--- config.mk ---
export PLATFORM = sky130hd
export DESIGN_NAME = id_ex_operand_stage
export DESIGN_NICKNAME = d
export VERILOG_FILES = /design/src/rtl/id_ex_operand_stage.sv
export SDC_FILE = /design/constraint.sdc
export NUM_CORES = 1
export LEC_CHECK = 0
export CAP_MARGIN = 5
export CORE_AREA = 2 2 190 192
export CTS_BUF_LIST = sky130_fd_sc_hd__clkbuf_8
export CTS_CLUSTER_DIAMETER = 40
export DETAILED_ROUTE_END_ITERATION = 12
export DIE_AREA = 0 0 192 194
export MAX_ROUTING_LAYER = met4
export PLACE_DENSITY = 0.68
export SLEW_MARGIN = 10
export SYNTH_ARGS = -nofsm -noshare
export SYNTH_HDL_FRONTEND = slang
export SYNTH_SLANG_ARGS = --single-unit
--- constraint.sdc ---
create_clock -name clk -period 3.05 [get_ports clk]
set_clock_uncertainty 0.2 [all_clocks]
set_input_delay 0.4575 -clock clk [delete_from_list [all_inputs] [get_ports clk]]
set_output_delay 0.4575 -clock clk [all_outputs]
set_load 0.05 [all_outputs]
--- src/rtl/id_ex_operand_stage.sv ---
// id_ex_operand_stage
//   ID/EX pipeline register followed by the EX-stage forwarding unit and
//   ALU operand muxes of the pipelined RV32 core.
//
//   Ports
//     clk, rst_n                 core clock (rising edge), async active-low reset
//     StallE, FlushE             hold / bubble control for the ID/EX register
//     *_D                        decoded operands, indices and control from ID
//     ALUResult_M, Rd_M,
//     RegWrite_M                 MEM-stage forward source
//     Result_W, Rd_W, RegWrite_W WB-stage forward source
//     SrcA_E, SrcB_E             ALU operands after forwarding / immediate select
//     WriteData_E                forwarded rs2 value for stores
//     ForwardA_E, ForwardB_E     forward selects (10 = MEM, 01 = WB, 00 = register)
//     remaining *_E, ValidE      registered copies of the ID-stage values
module id_ex_operand_stage #(
  parameter int                DATA_W      = 32,
  parameter int                REG_AW      = 5,
  parameter int                CTRL_W      = 4,
  parameter logic [CTRL_W-1:0] NOP_ALUCTRL = '0
) (
  input  logic              clk,
  input  logic              rst_n,
  input  logic              StallE,
  input  logic              FlushE,
  input  logic [DATA_W-1:0] RD1_D,
  input  logic [DATA_W-1:0] RD2_D,
  input  logic [DATA_W-1:0] ImmExt_D,
  input  logic [DATA_W-1:0] PC_D,
  input  logic [DATA_W-1:0] PCPlus4_D,
  input  logic [REG_AW-1:0] Rs1_D,
  input  logic [REG_AW-1:0] Rs2_D,
  input  logic [REG_AW-1:0] Rd_D,
  input  logic [CTRL_W-1:0] ALUControl_D,
  input  logic              ALUSrc_D,
  input  logic              RegWrite_D,
  input  logic              MemWrite_D,
  input  logic              Branch_D,
  input  logic              Jump_D,
  input  logic [1:0]        ResultSrc_D,
  input  logic [DATA_W-1:0] ALUResult_M,
  input  logic [REG_AW-1:0] Rd_M,
  input  logic [REG_AW-1:0] Rd_W,
  input  logic              RegWrite_M,
  input  logic              RegWrite_W,
  input  logic [DATA_W-1:0] Result_W,
  output logic [DATA_W-1:0] SrcA_E,
  output logic [DATA_W-1:0] SrcB_E,
  output logic [CTRL_W-1:0] ALUControl_E,
  output logic [DATA_W-1:0] WriteData_E,
  output logic [1:0]        ForwardA_E,
  output logic [1:0]        ForwardB_E,
  output logic [REG_AW-1:0] Rs1_E,
  output logic [REG_AW-1:0] Rs2_E,
  output logic [REG_AW-1:0] Rd_E,
  output logic [DATA_W-1:0] PC_E,
  output logic [DATA_W-1:0] PCPlus4_E,
  output logic [DATA_W-1:0] ImmExt_E,
  output logic              RegWrite_E,
  output logic              MemWrite_E,
  output logic              Branch_E,
  output logic              Jump_E,
  output logic [1:0]        ResultSrc_E,
  output logic              ValidE
);

  typedef struct packed {
    logic [DATA_W-1:0] rd1;
    logic [DATA_W-1:0] rd2;
    logic [DATA_W-1:0] imm;
    logic [DATA_W-1:0] pc;
    logic [DATA_W-1:0] pcplus4;
    logic [REG_AW-1:0] rs1;
    logic [REG_AW-1:0] rs2;
    logic [REG_AW-1:0] rd;
    logic [CTRL_W-1:0] alu_ctrl;
    logic              alu_src;
    logic              reg_write;
    logic              mem_write;
    logic              branch;
    logic              jump;
    logic [1:0]        result_src;
    logic              valid;
  } idex_t;

  idex_t idex_q, idex_d, bubble;
  logic [DATA_W-1:0] fwd_a, fwd_b;

  // Bubble matches the reset image so a flushed slot is indistinguishable
  // from a freshly reset one.
  always_comb begin
    bubble          = '0;
    bubble.alu_ctrl = NOP_ALUCTRL;
  end

  always_comb begin
    idex_d = idex_q;
    if (FlushE) begin
      idex_d = bubble;
    end else if (!StallE) begin
      idex_d.rd1        = RD1_D;
      idex_d.rd2        = RD2_D;
      idex_d.imm        = ImmExt_D;
      idex_d.pc         = PC_D;
      idex_d.pcplus4    = PCPlus4_D;
      idex_d.rs1        = Rs1_D;
      idex_d.rs2        = Rs2_D;
      idex_d.rd         = Rd_D;
      idex_d.alu_ctrl   = ALUControl_D;
      idex_d.alu_src    = ALUSrc_D;
      idex_d.reg_write  = RegWrite_D;
      idex_d.mem_write  = MemWrite_D;
      idex_d.branch     = Branch_D;
      idex_d.jump       = Jump_D;
      idex_d.result_src = ResultSrc_D;
      idex_d.valid      = 1'b1;
    end
  end

  always_ff @(posedge clk or negedge rst_n) begin
    if (!rst_n) begin
      idex_q          <= '0;
      idex_q.alu_ctrl <= NOP_ALUCTRL;
    end else begin
      idex_q <= idex_d;
    end
  end

  // MEM is checked first so the younger result wins when both stages
  // target the same register; x0 is never forwarded.
  always_comb begin
    ForwardA_E = 2'b00;
    if (RegWrite_M && (Rd_M != '0) && (Rd_M == idex_q.rs1)) begin
      ForwardA_E = 2'b10;
    end else if (RegWrite_W && (Rd_W != '0) && (Rd_W == idex_q.rs1)) begin
      ForwardA_E = 2'b01;
    end
  end

  always_comb begin
    ForwardB_E = 2'b00;
    if (RegWrite_M && (Rd_M != '0) && (Rd_M == idex_q.rs2)) begin
      ForwardB_E = 2'b10;
    end else if (RegWrite_W && (Rd_W != '0) && (Rd_W == idex_q.rs2)) begin
      ForwardB_E = 2'b01;
    end
  end

  always_comb begin
    case (ForwardA_E)
      2'b10:   fwd_a = ALUResult_M;
      2'b01:   fwd_a = Result_W;
      default: fwd_a = idex_q.rd1;
    endcase
    case (ForwardB_E)
      2'b10:   fwd_b = ALUResult_M;
      2'b01:   fwd_b = Result_W;
      default: fwd_b = idex_q.rd2;
    endcase
  end

  assign SrcA_E       = fwd_a;
  assign WriteData_E  = fwd_b;
  assign SrcB_E       = idex_q.alu_src ? idex_q.imm : fwd_b;
  assign ALUControl_E = idex_q.alu_ctrl;
  assign Rs1_E        = idex_q.rs1;
  assign Rs2_E        = idex_q.rs2;
  assign Rd_E         = idex_q.rd;
  assign PC_E         = idex_q.pc;
  assign PCPlus4_E    = idex_q.pcplus4;
  assign ImmExt_E     = idex_q.imm;
  assign RegWrite_E   = idex_q.reg_write;
  assign MemWrite_E   = idex_q.mem_write;
  assign Branch_E     = idex_q.branch;
  assign Jump_E       = idex_q.jump;
  assign ResultSrc_E  = idex_q.result_src;
  assign ValidE       = idex_q.valid;

endmodule
==> results.cfg <==
[outcome]
status = complete, but fails checks
violations = negative setup slack

[layout]
final_common_cell = clkdlybuf4s50_1
mostFrequentLayoutCells = 375 x clkdlybuf4s50_1, 212 x nor2_1, 191 x mux2i_1
num-fill-cells = 3045
final_net_count = 1765
post_synthesis_to_final_layout_area_growth_pct = 72.2
share_of_final_layout_standard_cells_stronger_than_drive_strength_1 = 0.291
postLayoutCoreUtil = 0.527

[timing]
min_period_ns = 3.31
timing_max_transition_violations_final = 0
timing.slew.headroom = 0.508
rsz_0062_raised_after_global_routing = true
achievable-frequency_mhz = 302
finalHoldViolCount = 0
fin_ws_ns = -0.259
final.period_utilization = 1.08
worstMarginPinSlew_ns = 0.737
setup_violations = 79

[synthesis]
top_area_cell_type_share_of_the_netlist_area = 0.434
synthDistinctLibCells = 27
post_synthesis_xor_xnor_area_fraction = 0.0162
synth_flop_cell = dfrtp_1
yosys.area.top_type = dfrtp_1
synth.yosys.seq_area_share = 0.434
synthesis.area_per_instance_sq_um = 10.0
synth.cell_area_sq_mm = 0.0108
synth_async_sr_flop_share = 1.00
synth.ff_latch_count = 187
synthesis.instances = 1079
share_of_the_synthesized_area_in_compound_gates_ao_oa_aoi_oai = 0.0744
largest_family_of_logic_cells_by_synthesized_area = multiplexers
post_synth_main_area_contributors = dfrtp_1 43%, mux2i_1 23%, buf_4 8.4%, nor2_1 7.7%, a221oi_2 4.0%
syn_nets = 1345
simple_gate_fraction_of_synth_area = 0.111
yosysWarnings = 0
synth_mux_area_frac = 0.232
synthAdderAreaFrac = 0
synth_enable_flop_cells = 0

[clock_network]
clk-insertion-delay-late_ns = 0.50
clock_tree.htree_level_count = 4
root_buffer = clkbuf_8
cts_made_buffers = 17
ctsLongestPathBuffers = 2
clk_pin_slew_worst_paths_ns = 0.10
cts_num_sinks = 187
cts_tree = yes

[flow_run]
max_cap_violations = 0

[drt]
drt-initial-drc-count = 352
postRouteWirelength_mm = 42.5
avgRoutedWirePerCell_microns = 21.5
antenna_left = 0
drt_first_pass_iters = 4
drt_drc_violations_left = 0
vias_per_cell = 4.84
via_count = 9559

[critical_path]
timing.critical_path.to_type = output pin
critPathLaunch = Rs2_E[4]
criticalPathCategory = reg -> out
timing.critical_path.required_ns = 2.39
worst_r2r_startpoint = idex_q[7]
worst_ep_arrival_time_ns = 2.65
crit_path_max_fanout = 9
critical_path_startpoint_category = flop

[placement]
dp.final_hpwl_mm = 28.7
dpl_worst_slack_ns = -0.379
routabilityCongestion = 0.894
placement.io_buffers = 487

[floorplan]
initial_cell_density_of_the_core = 0.306
core.rowCount = 69
dieWidth_microns = 192
fp.dieArea_sq_mm = 0.0372
io-pin-count = 488
core_area_sq_mm = 0.0352
floorplan.die.height_microns = 194

[global_route]
grt.overflow.total = 0
global_route.usage.total = 0.225
grt_pass1_wl_mm = 61.0
grt_pass1_vias = 10000
grt_max_degree = 79
antenna_found_initial = 4

[power]
peakVddDrop_v = 0.000240
power_density_mw_per_mm2 = 377
power_w = 0.00700
leakagePower_nw = 8.13

[min_path]
startpoint_of_the_most_critical_hold_path = FlushE
worstHoldPathType = in -> reg
-- cell families after synthesis --
group                  after synthesis
AND/OR/NAND/NOR                    296
XOR/XNOR                            20
flip-flops                         187
AO/OA/AOI/OAI                       99
buffers and inverters              227
multiplexers                       250
-- synthesized netlist by cell type (2+ instances only) --
cell type  number
mux2i_1       250
nor2_1        220
dfrtp_1       187
buf_4         121
clkbuf_1       43
nor3_1         36
a21oi_1        33
inv_1          33
nand2_1        32
a221oi_2       29
o21ai_1        29
xor2_1         14
buf_1          11
buf_2          11
buf_12          6
xnor2_1         6
a221oi_1        3
o21ai_0         3
and4_1          2
o21a_1          2
or4_1           2
-- sequential cells by signal (all words and copies together), names as in the netlist --
name and cells:
idex_q 65, ImmExt_E 32, PCPlus4_E 32, PC_E 32
Rd_E 5, Rs1_E 5, Rs2_E 5, ALUControl_E 4
ResultSrc_E 2, Branch_E 1, Jump_E 1, MemWrite_E 1
RegWrite_E 1, ValidE 1
-- metrics by stage --
stage	cell area, sq um	TNS [ns]	hold WS [ns]	std cells
global route	18600	-18.94	0.228	1976
CTS	17800	-12.22	0.202	1956
finish	18600	-10.45	0.244	1976
floorplan	10900	0	-0.0381	1079
detailed placement	16200	-20.82	0.311	1893
global placement	16200	-18.52	0.304	1893
-- report_power, final --
| part | leakage (nW) | internal (W) | switching, W |
|---|---|---|---|
| clock network | 0.186 | 0.000631 | 0.000925 |
| registers | 2.47 | 0.00262 | 0.000130 |
| logic | 5.47 | 0.00121 | 0.00149 |
| total | 8.13 | 0.00446 | 0.00255 |
-- timing repair --
action / in CTS / in global routing
gates resized for setup: 183 / 127
gates cloned: 9 / 7
pin swaps: 38 / 47
hold endpoints to repair: 72 / 0
hold buffers: 1 / 0
buffers inserted: 22 / 15
endpoints found under the setup margin: 98 / 99
-- critical path, cell delays in order, from the launching register on --
cell      delay [ns]
dfrtp_2         0.45
xor2_1          0.18
nor3_2          0.20
buf_4           0.15
nand4_4         0.12
buf_8           0.19
buf_16          0.16
mux2i_4         0.20
a221oi_2        0.28
buf_6           0.20
-- final timing paths --
kind / to / slack [ns] / cells after the start
hold / removal: idex_q[186] / 0.24 / 2
setup reg to reg: idex_q[7] / 1.75 / 2
max in group asynchronous: PCPlus4_E[27] / 1.53 / 3
setup / recovery: SrcB_E[7] / -0.26 / 9
hold reg to reg: PC_E[22] / 0.33 / 2
min in group asynchronous: Rd_E[2] / 0.36 / 2
-- layout make-up --
type / instances / area, sq um / area share
Clock inverter: 10 / 55.1 / 0.00296
Inverter: 34 / 130 / 0.00700
Tap cell: 461 / 577 / 0.0310
Timing Repair Buffer: 594 / 6930 / 0.373
Clock buffer: 21 / 289 / 0.0156
Multi-Input combinational cell: 665 / 5890 / 0.317
Sequential cell: 187 / 4690 / 0.252
Antenna cell: 4 / 10.0 / 0.000539
-- routing by layer --
layer	up-vias	part of all wire	GRT usage
li1	4377	-	-
met1	4735	0.41	0.268
met2	382	0.51	0.372
met3	65	0.061	0.0458
met4	0	0.026	0.0893
met5	-	0	-
No activity file was read; power rests on OpenSTA's default activity.
